**src/rtl/wb_pkg.sv**
```systemverilog
// Shared write-back stage types: source select, load size, default widths.
package wb_pkg;

    localparam int WB_XLEN = 32;
    localparam int WB_REGW = 5;

    typedef enum logic [1:0] {
        WB_ALU = 2'd0,
        WB_MEM = 2'd1,
        WB_PC4 = 2'd2,
        WB_CSR = 2'd3
    } wb_sel_e;

    typedef enum logic [1:0] {
        LD_B = 2'd0,
        LD_H = 2'd1,
        LD_W = 2'd2,
        LD_D = 2'd3
    } ld_size_e;

endpackage

```
**src/rtl/wb_load_ext.sv**
```systemverilog
// Load data alignment and sign/zero extension by size and byte offset; purely combinational.
module wb_load_ext
    import wb_pkg::*;
#(
    parameter int XLEN = WB_XLEN,
    localparam int OFFW = $clog2(XLEN / 8)
) (
    input  logic [XLEN-1:0] mem_data,
    input  logic [1:0]      ld_size,
    input  logic            ld_unsigned,
    input  logic [OFFW-1:0] byte_off,
    output logic [XLEN-1:0] ld_data
);

    logic [XLEN-1:0] lane;
    logic            sgn_b;
    logic            sgn_h;
    logic [XLEN-1:0] word_ext;

    assign lane  = mem_data >> {byte_off, 3'b000};
    assign sgn_b = ~ld_unsigned & lane[7];
    assign sgn_h = ~ld_unsigned & lane[15];

    // A word on a 32-bit datapath is already full width; only RV64 extends it.
    if (XLEN > 32) begin : g_word_ext
        logic sgn_w;
        assign sgn_w    = ~ld_unsigned & lane[31];
        assign word_ext = {{(XLEN - 32){sgn_w}}, lane[31:0]};
    end else begin : g_word_full
        assign word_ext = lane;
    end

    always_comb begin
        ld_data = lane;
        case (ld_size_e'(ld_size))
            LD_B:    ld_data = {{(XLEN - 8){sgn_b}}, lane[7:0]};
            LD_H:    ld_data = {{(XLEN - 16){sgn_h}}, lane[15:0]};
            LD_W:    ld_data = word_ext;
            default: ld_data = (XLEN > 32) ? lane : word_ext;
        endcase
    end

endmodule

```
**src/rtl/wb_stage_pipe.sv**
```systemverilog
// Registered write-back stage, 1-cycle latency; holds the pending write while rf_busy (in_ready low).
// Optional WB_INSTRET_EN adds a 64-bit retired-instruction counter; otherwise instret is 0.
module wb_stage_pipe
    import wb_pkg::*;
#(
    parameter int XLEN = WB_XLEN,
    parameter int NSRC = 4,
    parameter int REGW = WB_REGW,
    localparam int SELW = (NSRC > 1) ? $clog2(NSRC) : 1,
    localparam int OFFW = $clog2(XLEN / 8)
) (
    input  logic            clk,
    input  logic            rst,
    input  logic            in_valid,
    output logic            in_ready,
    input  logic            flush,
    input  logic [XLEN-1:0] ex_result,
    input  logic [XLEN-1:0] mem_data,
    input  logic [XLEN-1:0] pc_plus4,
    input  logic [XLEN-1:0] csr_rdata,
    input  logic [SELW-1:0] wb_sel,
    input  logic [1:0]      ld_size,
    input  logic            ld_unsigned,
    input  logic [OFFW-1:0] byte_off,
    input  logic [REGW-1:0] rd,
    input  logic            werf,
    input  logic            rf_busy,
    output logic [XLEN-1:0] wb_data,
    output logic [REGW-1:0] wb_rd,
    output logic            wb_we,
    output logic            fwd_valid,
    output logic [REGW-1:0] fwd_rd,
    output logic [XLEN-1:0] fwd_data,
    output logic [63:0]     instret
);

    logic            out_valid;
    logic            accept;
    logic [1:0]      sel2;
    logic [XLEN-1:0] ld_data;
    logic [XLEN-1:0] sel_data;

    wb_load_ext #(
        .XLEN(XLEN)
    ) u_load_ext (
        .mem_data    (mem_data),
        .ld_size     (ld_size),
        .ld_unsigned (ld_unsigned),
        .byte_off    (byte_off),
        .ld_data     (ld_data)
    );

    assign in_ready = ~out_valid | ~rf_busy;
    assign accept   = in_valid & in_ready & ~flush;
    assign wb_we    = out_valid & ~rf_busy;
    assign sel2     = 2'(wb_sel);

    // Selects beyond the configured source count fall back to the ALU result.
    always_comb begin
        sel_data = ex_result;
        if (int'(sel2) < NSRC) begin
            case (wb_sel_e'(sel2))
                WB_MEM:  sel_data = ld_data;
                WB_PC4:  sel_data = pc_plus4;
                WB_CSR:  sel_data = csr_rdata;
                default: sel_data = ex_result;
            endcase
        end
    end

    always_ff @(posedge clk) begin
        if (rst) begin
            out_valid <= 1'b0;
            wb_data   <= '0;
            wb_rd     <= '0;
            fwd_valid <= 1'b0;
            fwd_rd    <= '0;
            fwd_data  <= '0;
        end else begin
            if (accept) begin
                out_valid <= werf & (rd != '0);
                wb_rd     <= rd;
                wb_data   <= sel_data;
            end else if (wb_we) begin
                out_valid <= 1'b0;
            end
            // History tracks committed writes only; flush never touches it.
            if (wb_we) begin
                fwd_valid <= 1'b1;
                fwd_rd    <= wb_rd;
                fwd_data  <= wb_data;
            end
        end
    end

`ifdef WB_INSTRET_EN
    logic [63:0] instret_q;

    always_ff @(posedge clk) begin
        if (rst) begin
            instret_q <= '0;
        end else if (accept) begin
            instret_q <= instret_q + 64'd1;
        end
    end

    assign instret = instret_q;
`else
    assign instret = '0;
`endif

endmodule

```
**config.mk**
```make
export PLATFORM = sky130hd
export DESIGN_NAME = wb_stage_pipe
export DESIGN_NICKNAME = d
export VERILOG_FILES = /design/src/rtl/wb_pkg.sv /design/src/rtl/wb_load_ext.sv /design/src/rtl/wb_stage_pipe.sv
export SDC_FILE = /design/constraint.sdc
export NUM_CORES = 1
export LEC_CHECK = 0
export CAP_MARGIN = 20
export CELL_PAD_IN_SITES_DETAIL_PLACEMENT = 0
export CELL_PAD_IN_SITES_GLOBAL_PLACEMENT = 1
export CORE_UTILIZATION = 29
export CTS_BUF_LIST = sky130_fd_sc_hd__clkbuf_4 sky130_fd_sc_hd__clkbuf_8
export DETAILED_ROUTE_END_ITERATION = 10
export PLACE_DENSITY = 0.93
export SETUP_SLACK_MARGIN = 0.1
export SYNTH_ARGS = -nofsm -noshare
export SYNTH_HDL_FRONTEND = slang
export SYNTH_HIERARCHICAL = 1
export SYNTH_SLANG_ARGS = --single-unit
export TNS_END_PERCENT = 100
```
**constraint.sdc**
```tcl
create_clock -name clk -period 5.4 [get_ports clk]
set_clock_uncertainty 0.2 [all_clocks]
set_input_delay 1.08 -clock clk [delete_from_list [all_inputs] [get_ports clk]]
set_output_delay 1.08 -clock clk [all_outputs]
set_load 0.005 [all_outputs]
```
* Yosys cells after proc, flatten, opt, wreduce, memory -nomap -nowiden
Cells that the tools add are included.
Storage, ports and cells: output and inout port bits 141, input bits 146, register bits 76
Cells by class: shift-type cells 1, bitwise operators 11, mux-type cells 4, equality and inequality tests 4, reduce and logical (&&, ||, !) cells 3
Operator list (count):
- $pmux 32 s3 | 1
- $pmux 32 s2 | 1
- $shr 32x5->32 | 1
- $and 1x1->1 | 6
- $reduce_bool 5->1 | 1
- $eq 2x1->1 const B | 2
- $eq 2x2->1 const B | 2
- $not 1->1 | 4
- $logic_not 2->1 | 1
- $mux 1 | 2
- $reduce_bool 2->1 | 1
- $or 1x1->1 | 1

* Logic depth before layout (Yosys ltp)
depth after elaboration 5, gate-level depth with buffers 7, depth with buffers taken out 5

* Cells and area by module
Netlist, hierarchy kept.
By module, submodules not included:
- wb_stage_pipe | cells an instance 372, area each 3796.1 sq um, times used 1, seq. area each 1521.5 sq um
- wb_load_ext | cells an instance 103, area each 768.2 sq um, times used 1, seq. area each 0.0 sq um

* Worst setup path before layout
Ideal clock, no wire load.
path type input port to flip-flop, start point in byte_off[1], end point reg wb_data[15], stages 6, data required time 5.083 ns, arrival time 2.671 ns, buffers on the path 1, setup time 0.117 ns, setup slack 2.412 ns, path through buf_6 > mux2_4 > a221oi_4 > a21oi_1 > mux4_1 > a22o_1
On the way: cells in the longest elaborated chain, start to end 4
Ends and longest elaborated chain:
- start, declared | line wb_stage_pipe.sv:24 | input logic [OFFW-1:0] byte_off,
- $shr 32x5->32 * | line wb_load_ext.sv:20 | assign lane = mem_data >> {byte_off, 3'b000};
- $and 1x1->1 | line wb_load_ext.sv:21 | assign sgn_b = ~ld_unsigned & lane[7];
- $pmux 32 s2 * | line wb_load_ext.sv:35 | case (ld_size_e'(ld_size))
- via ld_data[15] | line wb_stage_pipe.sv:40 | logic [XLEN-1:0] ld_data;
- $pmux 32 s3 * | line wb_stage_pipe.sv:62 | case (wb_sel_e'(sel2))
- end signal, assigned | line wb_stage_pipe.sv:83 | wb_data <= sel_data;
- end, declared | line wb_stage_pipe.sv:28 | output logic [XLEN-1:0] wb_data,
Mark *: on every way through the listed nets, which the timed path passes. The rest lies on a longest branch. A chain may end at the register's enable or synchronous reset.

* Worst setup path after layout
start point in rf_busy, end point out wb_we
On the way: cells in the longest elaborated chain, start to end 2
Ends and longest elaborated chain:
- start, declared | line wb_stage_pipe.sv:27 | input logic rf_busy,
- $not 1->1 | line wb_stage_pipe.sv:55 | assign wb_we = out_valid & ~rf_busy;
- $and 1x1->1 | line wb_stage_pipe.sv:55
- end, declared | line wb_stage_pipe.sv:30 | output logic wb_we,
Every way passes these cells.

==> flow_summary.json <==
{
  "status": "finished clean",
  "synthMuxAreaShare_pct": 20.4,
  "leakagePower_uw": 0.00248,
  "remaining_drc_errors": 0,
  "cts_inserted_buffers": 9,
  "setup_viol": 0,
  "overflow": 0,
  "wire_per_inst_um": 18.1,
  "place_hpwl_mm": 12.5,
  "synth_top_cell_by_area": "dfxtp_1",
  "cts_sinks": 76,
  "crit_required_ns": 4.12,
  "worst_pin_slew_ns": 0.975,
  "grt_pass1_vias": 3925,
  "synthToLayoutAreaGrowth_pct": 49.5,
  "fin_setup_tns_ns": 0,
  "synth_compound_area_share_pct": 19.1,
  "crit_path_end_kind": "output port",
  "p_per_area_mw_per_mm2": 200,
  "hold_class": "reg2reg",
  "ctsHtreeMaxLevel": 3,
  "cts_setup_buffers": 0,
  "drt_iter0_drc": 243,
  "ant_nets": 0,
  "crit_path_max_fanout": 38,
  "synth-xor-area-share_pct": 0.192,
  "grt_pass1_wl_mm": 23.5,
  "synth_top_family_by_area": "multiplexers",
  "yosysTopAreaCellShare_pct": 33.3,
  "rsz0062_at_grt": "false",
  "io_buffers": 222,
  "layout_commonest_cell": "clkdlybuf4s50_1",
  "synth.area.top_cells": "dfxtp_1 (33%), mux4_2 (15%), buf_4 (12%)",
  "cts-root-buf": "clkbuf_8",
  "drt_pass1_iterations": 5,
  "drive_above_1_share_pct": 10.8,
  "min_period_ns": 3.88,
  "yosysWarnings": 6,
  "clockBufferDepth": 2,
  "synth-seq-cells": 76,
  "vias": 4215,
  "nets": 821,
  "synthArstFlopShare_pct": 0,
  "final_cell_mix": "clkdlybuf4s50_1 (219), dfxtp_1 (76), nand2_1 (75), a21oi_1 (65), conb_1 (64)",
  "hold_violations": 0,
  "place.gp.congestion": 0.786,
  "synth_simple_gate_area_share_pct": 11.2,
  "cts_tree": "done",
  "holdBufCountCts": 0,
  "synthCells": 475,
  "io_pins": 287,
  "syn-mean-instance-area_um2": 9.61,
  "slew_viol_final": 0,
  "worstSetupPathType": "in2out",
  "slew_headroom_pct": 34.9,
  "start_kind": "input port",
  "synth_edf_count": 0,
  "die_area_mm2": 0.0162,
  "cap_viol_max_count": 0,
  "chipHeight_um": 127,
  "routed_wl_mm": 16.1,
  "grt_start_max_net_pins": 47,
  "critPathArrivalTime_ns": 2.60,
  "start_util_pct": 29.9,
  "cts.clk_slew.worst_paths_ns": 0.07,
  "ir_worst_vdd_v": 0.000122,
  "clkLatencyLatePin_ns": 0.34,
  "ys_seq_area_share_pct": 33.3,
  "via_per_inst": 4.74,
  "cts-resized-gates": 0,
  "coreArea_mm2": 0.0153,
  "num_rows": 45,
  "worst_hold_slack_ns": 0.255,
  "fmaxAchievable_mhz": 258,
  "ys_types": 37,
  "ys.flop_type": "dfxtp_1",
  "fill_cells": 1475,
  "antenna-diode-count": 0,
  "die-width_um": 127,
  "antenna_found_initial": 0,
  "grt_usage_pct": 19.4,
  "synthesis.area_mm2": 0.00456,
  "finalCritPeriodShare_pct": 71.9,
  "synth_fa_ha_area_share_pct": 0
}
## Yosys cell counts (2+ instances only)
library cell,number
a22o_1,32
mux2i_1,16
o2bb2ai_1,8
mux4_1,2
o22ai_1,8
or2_2,9
a21oi_1,65
dfxtp_1,76
mux4_2,30
buf_2,9
buf_6,6
nand2_1,75
nor2b_1,10
a211oi_1,7
nand2b_1,3
buf_1,3
clkbuf_1,12
nand3_1,5
o21ai_0,5
buf_4,72
mux2_4,2
nor2_1,5
## cell type report
| class | count | area, um^2 | area share (%) |
|---|---|---|---|
| Multi-Input combinational cell | 358 | 2580 | 37.8 |
| Clock buffer | 11 | 139 | 2.04 |
| Sequential cell | 76 | 1520 | 22.3 |
| Timing Repair Buffer | 228 | 2260 | 33.2 |
| Tap cell | 211 | 264 | 3.87 |
| Clock inverter | 4 | 51.3 | 0.752 |
| Inverter | 2 | 7.51 | 0.110 |
## worst max-delay path: stages
cell and delay (ns):
clkdlybuf4s50_1 0.47, nand2b_1 0.10, buf_4 0.38, inv_1 0.11, clkdlybuf4s50_1 0.46
## metrics by stage
step                      util (%)  cells  power (uW)  area (um^2)  worst slack, ns
final                         44.7    890        1360         6820             1.52
after global placement        43.3    874         939         6610             1.44
after floorplan                  -    538         795         4800             2.41
after CTS                     44.6    889        1370         6800             1.51
after detailed placement      43.3    874         942         6610             1.38
after global routing          44.7    890        1420         6820             1.41
## path summary, 6_finish.rpt
check / start / end / slack (ns) / cells after the start
setup / recovery: rf_busy / wb_we / 1.52 / 5
hold / removal: fwd_data[18]$_SDFFE_PP0P_ / fwd_data[18]$_SDFFE_PP0P_ / 0.26 / 2
setup reg to reg: out_valid$_SDFFE_PP0P_ / wb_data[17]$_SDFFE_PP0P_ / 3.22 / 4
hold reg to reg: fwd_data[18]$_SDFFE_PP0P_ / fwd_data[18]$_SDFFE_PP0P_ / 0.26 / 2
## per-layer routing
layer,track usage (%),part of all wire (%),vias up
met2,33.8,50,206
li1,-,-,1988
met5,0,0,-
met1,24.5,41,2015
met3,4.82,7.9,6
met4,3.15,0.50,0
## power breakdown
group          leakage, uW  internal (uW)  switching (uW)
Combinational      0.00177            200             137
Clock            0.0000962            222             211
Sequential        0.000617            578            14.8
Total              0.00248            999             362
## state kept, by name, summed over array words and instances, names as in the netlist
signal and count:
fwd_data 32, out_valid 1, wb_data 32, fwd_rd 5, wb_rd 5, fwd_valid 1
## cells by family (layout without fill, tap and decap cells)
kind of cell	after synthesis	in the layout
AO/OA/AOI/OAI	129	129
AND/OR/NAND/NOR	113	113
buffers and inverters	104	245
flip-flops	76	76
multiplexers	51	51
other	1	64
XOR/XNOR	1	1
Power figures use the tool's default switching activity.
